[config.mk]
export PLATFORM = sky130hd
export DESIGN_NAME = operand_stage
export DESIGN_NICKNAME = d
export VERILOG_FILES = /design/src/rtl/operand_stage_pkg.sv /design/src/rtl/operand_fwd_mux.sv /design/src/rtl/operand_stage.sv
export SDC_FILE = /design/constraint.sdc
export NUM_CORES = 1
export LEC_CHECK = 0
export ABC_AREA = 0
export CAP_MARGIN = 15
export CORE_MARGIN = 1.5
export CORE_UTILIZATION = 52
export DETAILED_ROUTE_END_ITERATION = 8
export PLACE_DENSITY = 0.91
export SLEW_MARGIN = 30
export SYNTH_ARGS = -nofsm -noshare
export SYNTH_HDL_FRONTEND = slang
export SYNTH_HIERARCHICAL = 1
export SYNTH_SLANG_ARGS = --single-unit
[constraint.sdc]
create_clock -name clk -period 7.9 [get_ports clk]
set_clock_uncertainty 0.1 [all_clocks]
set_input_delay 0.79 -clock clk [delete_from_list [all_inputs] [get_ports clk]]
set_output_delay 0.79 -clock clk [all_outputs]
set_load 0.05 [all_outputs]
[src/rtl/operand_stage_pkg.sv]
// rtl/operand_stage_pkg.sv - shared opcode/funct/regimm encodings, buffer states and op classification
//
// Purpose: single home for the MIPS-style instruction encodings used by the
// operand stage, the output-buffer state encoding, and a helper that maps an
// instruction to which operands it consumes and how its immediate is formed.
// Ports: none (package).

package operand_stage_pkg;

    // Primary opcodes
    localparam logic [5:0] OP_SPECIAL = 6'h00;
    localparam logic [5:0] OP_REGIMM  = 6'h01;
    localparam logic [5:0] OP_J       = 6'h02;
    localparam logic [5:0] OP_JAL     = 6'h03;
    localparam logic [5:0] OP_BEQ     = 6'h04;
    localparam logic [5:0] OP_BNE     = 6'h05;
    localparam logic [5:0] OP_BLEZ    = 6'h06;
    localparam logic [5:0] OP_BGTZ    = 6'h07;
    localparam logic [5:0] OP_ADDI    = 6'h08;
    localparam logic [5:0] OP_ADDIU   = 6'h09;
    localparam logic [5:0] OP_SLTI    = 6'h0A;
    localparam logic [5:0] OP_SLTIU   = 6'h0B;
    localparam logic [5:0] OP_ANDI    = 6'h0C;
    localparam logic [5:0] OP_ORI     = 6'h0D;
    localparam logic [5:0] OP_XORI    = 6'h0E;
    localparam logic [5:0] OP_LUI     = 6'h0F;
    localparam logic [5:0] OP_LB      = 6'h20;
    localparam logic [5:0] OP_LH      = 6'h21;
    localparam logic [5:0] OP_LWL     = 6'h22;
    localparam logic [5:0] OP_LW      = 6'h23;
    localparam logic [5:0] OP_LBU     = 6'h24;
    localparam logic [5:0] OP_LHU     = 6'h25;
    localparam logic [5:0] OP_LWR     = 6'h26;
    localparam logic [5:0] OP_SB      = 6'h28;
    localparam logic [5:0] OP_SH      = 6'h29;
    localparam logic [5:0] OP_SWL     = 6'h2A;
    localparam logic [5:0] OP_SW      = 6'h2B;
    localparam logic [5:0] OP_SWR     = 6'h2E;

    // SPECIAL funct codes
    localparam logic [5:0] FUNCT_SLL  = 6'h00;
    localparam logic [5:0] FUNCT_JR   = 6'h08;
    localparam logic [5:0] FUNCT_JALR = 6'h09;
    localparam logic [5:0] FUNCT_ADD  = 6'h20;
    localparam logic [5:0] FUNCT_ADDU = 6'h21;
    localparam logic [5:0] FUNCT_SUBU = 6'h23;
    localparam logic [5:0] FUNCT_AND  = 6'h24;
    localparam logic [5:0] FUNCT_OR   = 6'h25;

    // REGIMM selectors (rt field)
    localparam logic [4:0] RT_BLTZ    = 5'h00;
    localparam logic [4:0] RT_BGEZ    = 5'h01;
    localparam logic [4:0] RT_BLTZAL  = 5'h10;
    localparam logic [4:0] RT_BGEZAL  = 5'h11;

    // Output buffer occupancy
    typedef enum logic [1:0] {
        ST_EMPTY = 2'd0,
        ST_FULL  = 2'd1,
        ST_SKID  = 2'd2
    } buf_state_e;

    // How operand_2 is built from the immediate
    typedef enum logic [1:0] {
        IMM_NONE = 2'd0,
        IMM_ZERO = 2'd1,
        IMM_SIGN = 2'd2,
        IMM_HIGH = 2'd3
    } imm_kind_e;

    typedef struct packed {
        logic      rs_used;   // operand_1 takes the rs value
        logic      rt_used;   // operand_2 takes the rt value
        logic      link;      // operand_1 takes the link address
        imm_kind_e imm_kind;  // operand_2 immediate form
    } op_class_t;

    function automatic logic is_load_store(input logic [5:0] op);
        case (op)
            OP_LB, OP_LH, OP_LWL, OP_LW, OP_LBU, OP_LHU, OP_LWR,
            OP_SB, OP_SH, OP_SWL, OP_SW, OP_SWR: is_load_store = 1'b1;
            default:                             is_load_store = 1'b0;
        endcase
    endfunction

    function automatic op_class_t classify(input logic [5:0] op,
                                           input logic [4:0] rt,
                                           input logic [5:0] funct);
        op_class_t c;
        c = '{rs_used: 1'b0, rt_used: 1'b0, link: 1'b0, imm_kind: IMM_NONE};
        case (op)
            OP_SPECIAL: begin
                // JALR still forwards rt into operand_2; only operand_1 changes
                c.rt_used = 1'b1;
                if (funct == FUNCT_JALR) c.link    = 1'b1;
                else                     c.rs_used = 1'b1;
            end
            OP_REGIMM: begin
                if (rt == RT_BLTZAL || rt == RT_BGEZAL) c.link = 1'b1;
            end
            OP_JAL: c.link = 1'b1;
            OP_ADDI, OP_ADDIU, OP_SLTI, OP_SLTIU: begin
                c.rs_used  = 1'b1;
                c.imm_kind = IMM_SIGN;
            end
            OP_ANDI, OP_ORI, OP_XORI: begin
                c.rs_used  = 1'b1;
                c.imm_kind = IMM_ZERO;
            end
            OP_LUI: begin
                c.rs_used  = 1'b1;
                c.imm_kind = IMM_HIGH;
            end
            default: begin
                if (is_load_store(op)) begin
                    c.rs_used  = 1'b1;
                    c.imm_kind = IMM_SIGN;
                end
            end
        endcase
        return c;
    endfunction

endpackage

[src/rtl/operand_fwd_mux.sv]
// rtl/operand_fwd_mux.sv - forwarding resolution for one source register
//
// Purpose: pick the value of one source register from the forwarding ports
// (lowest index wins) or fall back to the register-file read data. Register 0
// never matches a port.
// Ports:
//   reg_addr_i    source register number
//   reg_data_i    register-file read data
//   fwd_valid_i   per-port write valid
//   fwd_pending_i per-port data-not-yet-available flag
//   fwd_addr_i    per-port destination register, 5 bits each
//   fwd_data_i    per-port forwarded data, DATA_W bits each
//   data_o        resolved value
//   pending_o     resolved port has its data still pending

module operand_fwd_mux #(
    parameter int FWD_N  = 2,
    parameter int DATA_W = 32
) (
    input  logic [4:0]            reg_addr_i,
    input  logic [DATA_W-1:0]     reg_data_i,
    input  logic [FWD_N-1:0]      fwd_valid_i,
    input  logic [FWD_N-1:0]      fwd_pending_i,
    input  logic [5*FWD_N-1:0]    fwd_addr_i,
    input  logic [DATA_W*FWD_N-1:0] fwd_data_i,
    output logic [DATA_W-1:0]     data_o,
    output logic                  pending_o
);

    logic hit;

    always_comb begin
        data_o    = reg_data_i;
        pending_o = 1'b0;
        hit       = 1'b0;
        for (int i = 0; i < FWD_N; i++) begin
            if (!hit && reg_addr_i != 5'd0 && fwd_valid_i[i] &&
                fwd_addr_i[5*i +: 5] == reg_addr_i) begin
                hit       = 1'b1;
                data_o    = fwd_data_i[DATA_W*i +: DATA_W];
                pending_o = fwd_pending_i[i];
            end
        end
    end

endmodule

[src/rtl/operand_stage.sv]
// rtl/operand_stage.sv - operand generation with forwarding, hazard stall and skid buffering
//
// Purpose: compute operand_1/operand_2 for a decoded instruction at acceptance,
// resolving rs/rt through the forwarding ports, stalling while a used operand
// is pending, and presenting results through a main + skid output buffer.
// Ports:
//   clk, rst          clock, synchronous active-high reset
//   flush             drop everything held and offered
//   in_valid/in_ready input handshake
//   addr, op, rt, funct, imm, rs_addr, rt_addr, reg_data_1/2  decoded instruction
//   fwd_valid/fwd_pending/fwd_addr/fwd_data  forwarding ports
//   out_valid/out_ready output handshake
//   operand_1/2, out_addr  held operands and PC
//   stall_cnt         saturating hazard-stall cycle count

module operand_stage
    import operand_stage_pkg::*;
#(
    parameter int DATA_W   = 32,
    parameter int ADDR_W   = 32,
    parameter int IMM_W    = 16,
    parameter int FWD_N    = 2,
    parameter int LINK_OFF = 8
) (
    input  logic                     clk,
    input  logic                     rst,
    input  logic                     flush,
    input  logic                     in_valid,
    output logic                     in_ready,
    input  logic [ADDR_W-1:0]        addr,
    input  logic [5:0]               op,
    input  logic [4:0]               rt,
    input  logic [5:0]               funct,
    input  logic [IMM_W-1:0]         imm,
    input  logic [4:0]               rs_addr,
    input  logic [4:0]               rt_addr,
    input  logic [DATA_W-1:0]        reg_data_1,
    input  logic [DATA_W-1:0]        reg_data_2,
    input  logic [FWD_N-1:0]         fwd_valid,
    input  logic [FWD_N-1:0]         fwd_pending,
    input  logic [5*FWD_N-1:0]       fwd_addr,
    input  logic [DATA_W*FWD_N-1:0]  fwd_data,
    output logic                     out_valid,
    input  logic                     out_ready,
    output logic [DATA_W-1:0]        operand_1,
    output logic [DATA_W-1:0]        operand_2,
    output logic [ADDR_W-1:0]        out_addr,
    output logic [15:0]              stall_cnt
);

    typedef struct packed {
        logic [DATA_W-1:0] op1;
        logic [DATA_W-1:0] op2;
        logic [ADDR_W-1:0] pc;
    } entry_t;

    buf_state_e state_q, state_d;
    entry_t     main_q, main_d;
    entry_t     skid_q, skid_d;
    logic [15:0] stall_q, stall_d;

    op_class_t         cls;
    logic [DATA_W-1:0] rs_val, rt_val;
    logic              rs_pend, rt_pend;
    logic              hazard;
    logic              accept;
    logic              handshake;
    entry_t            new_entry;

    // Forward resolution
    operand_fwd_mux #(.FWD_N(FWD_N), .DATA_W(DATA_W)) u_fwd_rs (
        .reg_addr_i    (rs_addr),
        .reg_data_i    (reg_data_1),
        .fwd_valid_i   (fwd_valid),
        .fwd_pending_i (fwd_pending),
        .fwd_addr_i    (fwd_addr),
        .fwd_data_i    (fwd_data),
        .data_o        (rs_val),
        .pending_o     (rs_pend)
    );

    operand_fwd_mux #(.FWD_N(FWD_N), .DATA_W(DATA_W)) u_fwd_rt (
        .reg_addr_i    (rt_addr),
        .reg_data_i    (reg_data_2),
        .fwd_valid_i   (fwd_valid),
        .fwd_pending_i (fwd_pending),
        .fwd_addr_i    (fwd_addr),
        .fwd_data_i    (fwd_data),
        .data_o        (rt_val),
        .pending_o     (rt_pend)
    );

    // Operand generation for the offered instruction
    always_comb begin
        cls = classify(op, rt, funct);

        new_entry.pc = addr;

        if (cls.rs_used)   new_entry.op1 = rs_val;
        else if (cls.link) new_entry.op1 = DATA_W'(addr) + DATA_W'(LINK_OFF);
        else               new_entry.op1 = '0;

        if (cls.rt_used) begin
            new_entry.op2 = rt_val;
        end else begin
            case (cls.imm_kind)
                IMM_ZERO: new_entry.op2 = DATA_W'(imm);
                IMM_SIGN: new_entry.op2 = DATA_W'($signed(imm));
                IMM_HIGH: new_entry.op2 = DATA_W'(imm) << (DATA_W - IMM_W);
                default:  new_entry.op2 = '0;
            endcase
        end
    end

    // Only operands the op consumes can stall it
    assign hazard    = in_valid && ((cls.rs_used && rs_pend) || (cls.rt_used && rt_pend));
    assign accept    = in_valid && in_ready;
    assign handshake = out_valid && out_ready;

    // State register
    always_ff @(posedge clk) begin
        if (rst) state_q <= ST_EMPTY;
        else     state_q <= state_d;
    end

    // Next-state logic
    always_comb begin
        state_d = state_q;
        if (flush) begin
            state_d = ST_EMPTY;
        end else begin
            case (state_q)
                ST_EMPTY: if (accept) state_d = ST_FULL;
                ST_FULL: begin
                    if (accept && !out_ready)      state_d = ST_SKID;
                    else if (!accept && out_ready) state_d = ST_EMPTY;
                end
                ST_SKID: if (out_ready) state_d = ST_FULL;
                default: state_d = ST_EMPTY;
            endcase
        end
    end

    // Output logic
    always_comb begin
        out_valid = (state_q != ST_EMPTY);
        in_ready  = !rst && (state_q != ST_SKID) && !hazard;
    end

    // Buffer contents follow the same transitions as the state machine
    always_comb begin
        main_d = main_q;
        skid_d = skid_q;
        if (!flush) begin
            case (state_q)
                ST_EMPTY: if (accept) main_d = new_entry;
                ST_FULL: begin
                    if (accept && out_ready) main_d = new_entry;
                    else if (accept)         skid_d = new_entry;
                end
                ST_SKID: if (out_ready) main_d = skid_q;
                default: ;
            endcase
        end
    end

    always_comb begin
        stall_d = stall_q;
        if (hazard && stall_q != 16'hFFFF) stall_d = stall_q + 16'd1;
    end

    always_ff @(posedge clk) begin
        if (rst) begin
            main_q  <= '0;
            skid_q  <= '0;
            stall_q <= '0;
        end else begin
            main_q  <= main_d;
            skid_q  <= skid_d;
            stall_q <= stall_d;
        end
    end

    assign operand_1 = main_q.op1;
    assign operand_2 = main_q.op2;
    assign out_addr  = main_q.pc;
    assign stall_cnt = stall_q;

endmodule

## Word-level counts from Yosys, hierarchy flattened

Cells that the tools add are included.

- Bits in registers: 210
- Logic and storage cells: 131

- $add $sub $neg: 2
- Eq/ne operators: 40
- Muxes and demuxes: 34
- Bitwise gates (word level): 2
- Reductions and logical operators: 45

Operator list:

| cell | count |
|---|---|
| 2-to-1 mux 96 bit | 3 |
| case mux 96 bit (3 select lines) | 1 |
| 2-to-1 mux 32 bit | 7 |
| case mux 32 bit (3 select lines) | 1 |
| == test 6 bit (second input constant) | 12 |
| == test 6 x 4 -> 1 bit (second input constant) | 9 |
| adder 32 x 4 -> 32 bit (second input constant) | 1 |
| == test 5 bit | 4 |
| logical AND 1 bit | 20 |
| adder 16 x 1 -> 16 bit (second input constant) | 1 |
| != test 16 bit (second input constant) | 1 |
| 2-to-1 mux 1 bit | 13 |
| OR reduction 12 bit | 1 |
| OR reduction 11 bit | 1 |
| == test 5 bit (second input constant) | 2 |
| 2-to-1 mux 2 bit | 5 |
| nonzero test 5 bit | 2 |
| != test 2 bit (second input constant) | 4 |
| case mux 2 bit (4 select lines) | 1 |
| OR reduction 8 bit | 1 |
| == test 2 bit (second input constant) | 3 |
| == test 6 x 1 -> 1 bit (second input constant) | 1 |
| == test 6 x 2 -> 1 bit (second input constant) | 1 |
| logical NOT 1 bit | 6 |
| other kinds (16) | 22 |

## Depth between registers and ports, before layout

- Depth after elaboration: 20
- Gate-level depth with buffers: 16
- Depth with buffers taken out: 13

## Cells and area by module

The synthesis kept the hierarchy.

By module, submodules not included:

| module | times used | cells an instance | area an instance (µm²) | sequential area each (µm²) |
|---|---|---|---|---|
| operand_stage | 1 | 1237 | 9838.2 | 4204.0 |
| operand_fwd_mux | 2 | 171 | 979.7 | 0.0 |

## Worst setup path after synthesis

Ideal clock, no wire load.

- Path kind: input to register
- From: input port rs_addr[1]
- To: register main_q (netlist bit operand_1[15])
- Setup time: 0.116 ns
- Arrival: 4.254 ns
- Required time: 7.684 ns
- Setup slack: 3.430 ns
- Stages on the path: 16
- Buffers on the path: 3
- Cells stage by stage: or4_4 o211ai_2 or2_1 buf_4 mux2_2 o211ai_1 and3_1 and2_1 ha_1 nand3b_1 a21oi_1 a31o_2 buf_2 clkbuf_1 o221ai_1 o211a_1

- Longest elaborated chain between the ends: 18
- Elaborated cells between the ends (all ways): 28
- Classes of those cells: 4 x eq/ne; 9 x mux; 15 x reduce/logical

Ends and longest elaborated chain:

| item | RTL line | text |
|---|---|---|
| start: declaration | operand_stage.sv:35 | `input logic [4:0] rs_addr,` |
| nonzero test 5 bit | operand_fwd_mux.sv:37 | `if (!hit && reg_addr_i != 5'd0 && fwd_valid_i[i] &&` |
| logical AND 1 bit (2 in a row) | operand_fwd_mux.sv:37 |  |
| 2-to-1 mux 1 bit | operand_fwd_mux.sv:37 |  |
| logical NOT 1 bit | operand_fwd_mux.sv:37 |  |
| logical AND 1 bit (3 in a row) | operand_fwd_mux.sv:37 |  |
| 2-to-1 mux 1 bit * | operand_fwd_mux.sv:37 |  |
| named net rs_pend | operand_stage.sv:64 | `logic rs_pend, rt_pend;` |
| logical AND 1 bit * | operand_stage.sv:116 | `assign hazard = in_valid && ((cls.rs_used && rs_pend) \|\| (cls.rt_used && rt_pend));` |
| logical OR 1 bit * | operand_stage.sv:116 |  |
| logical AND 1 bit * | operand_stage.sv:116 |  |
| logical NOT 1 bit * | operand_stage.sv:147 | `in_ready = !rst && (state_q != ST_SKID) && !hazard;` |
| logical AND 1 bit * | operand_stage.sv:147 |  |
| named net in_ready | operand_stage.sv:29 | `output logic in_ready,` |
| logical AND 1 bit * | operand_stage.sv:117 | `assign accept = in_valid && in_ready;` |
| logical AND 1 bit | operand_stage.sv:158 | `if (accept && out_ready) main_d = new_entry;` |
| != test 2 bit (no source line) | -- |  |
| AND reduction 5 bit (no source line) * | -- |  |
| end signal: assignment | operand_stage.sv:178 | `main_q <= main_d;` |
| end: declaration | operand_stage.sv:58 | `entry_t main_q, main_d;` |

The timed path passes the listed nets; every way through them passes the cells marked *. The select of a mux whose other input is x is not followed.
A chain may end at the register's enable or synchronous reset.

## Worst setup path after layout

- From: input port rs_addr[4]
- To: register main_q (netlist bit out_addr[11])

- Longest elaborated chain between the ends: 18
- Elaborated cells between the ends (all ways): 22
- Classes of those cells: 4 x eq/ne; 3 x mux; 15 x reduce/logical

Ends and longest elaborated chain:

| item | RTL line |
|---|---|
| nonzero test 5 bit | operand_fwd_mux.sv:37 |
| logical AND 1 bit (2 in a row) | operand_fwd_mux.sv:37 |
| 2-to-1 mux 1 bit | operand_fwd_mux.sv:37 |
| logical NOT 1 bit | operand_fwd_mux.sv:37 |
| logical AND 1 bit (3 in a row) | operand_fwd_mux.sv:37 |
| 2-to-1 mux 1 bit * | operand_fwd_mux.sv:37 |
| named net rs_pend | operand_stage.sv:64 |
| logical AND 1 bit * | operand_stage.sv:116 |
| logical OR 1 bit * | operand_stage.sv:116 |
| logical AND 1 bit * | operand_stage.sv:116 |
| logical NOT 1 bit * | operand_stage.sv:147 |
| logical AND 1 bit * | operand_stage.sv:147 |
| logical AND 1 bit * | operand_stage.sv:117 |
| logical AND 1 bit | operand_stage.sv:158 |
| != test 2 bit (no source line) | -- |
| AND reduction 5 bit (no source line) * | -- |

The timed path passes the listed nets; every way through them passes the cells marked *.

==> qor.yml <==
route:
  topRoutingLayerUsed: "met5"
  wirelength_met1_mm: 16.9
  routed_wl_mm: 45.5
  drc_errors: 0
  vias_per_cell: 6.53
  initialDrtViolationCount: 1607
  wl_per_cell_um: 21.7
  vias: 13700
  ant_nets: 0
  wl_met2_mm: 20.5
  first_pass_iters: 7
  met3_length_mm: 4.99
cells_and_area:
  final_nets: 2029
  drive_gt1_share_pct: 5.11
  layout_commonest_cell: "clkdlybuf4s50_1"
  area_growth_pct: 34.4
  layout_common_cells: "clkdlybuf4s50_1, nand2_1, dfxtp_1"
  antenna_cells: 0
  fin_util_pct: 72.0
setup_path:
  reg2reg_depth: 11
  critPathArrivalTime_ns: 5.86
  critPathMaxFanout: 72
  startpoint_type: "input pin"
  regToRegStartpoint: "state_q[0]$_SDFFE_PP0P_"
  ff2ff_setup_slack_ns: 4.26
  r2r_end: "out_addr[11]$_SDFFE_PP0P_"
  required_ns: 8.22
  worstSetupPathType: "in2reg"
  endpoint_kind: "flip-flop"
power_and_ir_drop:
  pwr-share-comb_pct: 18.3
  ir_drop_mv: 0.123
  p_sw_share_pct: 28.1
  pwr-share-clk_pct: 41.2
  powerDensity_nw_per_um2: 170
  share_seq_of_total_power_pct: 40.5
  internal_power_uw: 1940
  p_leak_uw: 0.00526
  power_switching_uw: 757
floorplan:
  start_util_pct: 53.6
  fp.dieW_um: 154
  rows: 54
  die_area_um2: 23600
  fp.coreArea_um2: 22000
  die_y_um: 154
  ios: 336
global_routing:
  grt_pass1_vias: 12800
  grt_pass1_wl_mm: 69.6
  grt-ovfl-total: 0
  grt_max_degree: 113
  grtUsageTotal_pct: 36.9
  antenna_found_initial: 1
placement:
  dpl.hpwl_mm: 31.7
  place_congestion: 0.994
  numPortBuffers: 334
cts:
  cts_setup_buffers: 0
  cts_root_buffer: "clkbuf_16"
  postCtsHoldBufs: 0
  cts_tree: "done"
  clock_sinks: 210
  numCtsBuffers: 23
  cts_resized: 0
  clockBufferDepth: 3
  path_clk_slew_ns: 0.06
  htreeDepth: 1
  insertion_delay_ns: 0.53
hold_path:
  hp-class: "reg2reg"
  hold_depth: 2
  hp-start: "skid_q[83]$_SDFFE_PP0P_"
  min_to: "operand_1[19]$_SDFFE_PP0P_"
run:
  max-cap-violations: 0
timing:
  min_period_over_period_pct: 70.0
  max_slew_margin_pct: 37.4
  tns_ns: 0
  fmax_mhz: 181
  setup_violations: 0
  tightest_slew_ns: 0.931
  hold_viol_final: 0
  slew_violations: 0
  rsz0062_at_grt: "false"
  min_period_ns: 5.53
logic_synthesis:
  synth.area.top_cells: "dfxtp_1, nand2_1, a21oi_1"
  synthCells: 1579
  syn_area_per_cell_um2: 7.47
  synth_edf_count: 0
  syn-num-nets: 1805
  synth_area_um2: 11800
  synth_seq_area_share_pct: 35.6
  synth_ff_type: "dfxtp_1"
  ys_ff_latch: 210
  synthDistinctLibCells: 63
  synth_top_cell_area_share_pct: 35.6
  synth_top_cell_by_area: "dfxtp_1"
  ys_async_sr_fraction_pct: 0
  yosysWarningCount: 6
run_status:
  status: "finished, final reports clean"
worst max-delay path: stages:
cell and delay [ns]:
clkdlybuf4s50_1 0.50, or4_4 0.57, o211ai_2 0.16, buf_4 0.40
or2_1 0.20, mux2_2 0.37, o211ai_1 0.22, and3_1 0.30
and2_1 0.18, ha_1 0.18, nand3b_1 0.08, a21oi_1 0.31
a31o_4 0.75, buf_4 0.43, nor2_1 0.09, a311oi_1 0.30
metrics by stage:
stage	instance area, um^2	cells	setup WS [ns]	hold slack (ns)	power [uW]
6_report	15900	2100	2.37	0.348	2690
5_1_grt	15900	2100	2.18	0.369	2770
4_1_cts	15800	2100	2.52	0.351	2690
3_5_place_dp	15100	2058	2.04	0.344	1590
3_3_place_gp	15000	2057	2.20	0.339	1580
2_1_floorplan	11800	1579	3.43	0.337	1360
metal layers:
metal / GRT usage, % / vias up
li1: - / 6277
met1: 45.2 / 6313
met2: 58.8 / 915
met3: 9.10 / 212
met4: 21.8 / 2
met5: 0 / -
Yosys cell counts (all sizes together) (2+ instances only):
master / count
nand3: 93
and4: 9
a211o: 22
or4: 6
a31o: 2
o21a: 3
or2: 7
a2111oi: 3
nor2: 147
nor3: 89
a31oi: 65
a2bb2oi: 9
a311oi: 37
o211ai: 32
o21ai: 78
dfxtp: 210
a22oi: 17
nor4bb: 2
clkbuf: 105
and2: 4
nand2b: 3
xnor2: 31
or3: 10
ha: 4
o221ai: 13
o211a: 10
and3: 10
nand2: 227
nand4: 19
buf: 55
a222oi: 6
nor2b: 2
a21o: 8
a21oi: 112
nand3b: 3
nor3b: 2
a32oi: 16
nor4: 8
a211oi: 61
xor2: 14
mux2: 5
inv: 11
registers in the layout, indices dropped and copies added (netlist names):
register	cells
stall_cnt	16
operand_2	32
skid_q	96
operand_1	32
state_q	2
out_addr	32
area by class of cell:
class                      instances  area, um^2
tap                              280         350
timing repair buffer             359        3560
fill                            1763        6180
clock inverter                     7        77.6
clock buffer                      35         711
inverter                          11        41.3
sequential                       210        4200
multi-input combinational       1198        6910
cell families after synthesis:
| logic type | count (synthesis) | share of synthesized area, % |
|---|---|---|
| AND/OR/NAND/NOR | 643 | 24.8 |
| AO/OA/AOI/OAI | 500 | 28.9 |
| flip-flops | 210 | 35.6 |
| buffers and inverters | 171 | 6.31 |
| XOR/XNOR | 45 | 3.34 |
| multiplexers | 6 | 0.594 |
| adder cells (fa/ha/maj) | 4 | 0.424 |
power groups by stage:
| stage | clock network [uW] | registers (uW) | logic [uW] |
|---|---|---|---|
| after floorplan | 0 | 1170 | 190 |
| after global placement | 0 | 1110 | 471 |
| after detailed placement | 0 | 1110 | 478 |
| after CTS | 1110 | 1090 | 481 |
| after global routing | 1160 | 1090 | 516 |
| final | 1110 | 1090 | 494 |
how the worst max path moves through the flow:
| stage | slack [ns] | from | endpoint |
|---|---|---|---|
| 2_1_floorplan | 3.43 | rs_addr[1] | operand_1[15]$_SDFFE_PP0P_ |
| 3_3_place_gp | 2.20 | rs_addr[4] | out_addr[24]$_SDFFE_PP0P_ |
| 3_5_place_dp | 2.04 | rs_addr[4] | out_addr[21]$_SDFFE_PP0P_ |
| 4_1_cts | 2.52 | rs_addr[4] | out_addr[11]$_SDFFE_PP0P_ |
| 5_1_grt | 2.18 | rs_addr[4] | out_addr[21]$_SDFFE_PP0P_ |
| 6_report | 2.37 | rs_addr[4] | out_addr[11]$_SDFFE_PP0P_ |
(Power assumes the default switching activity.)
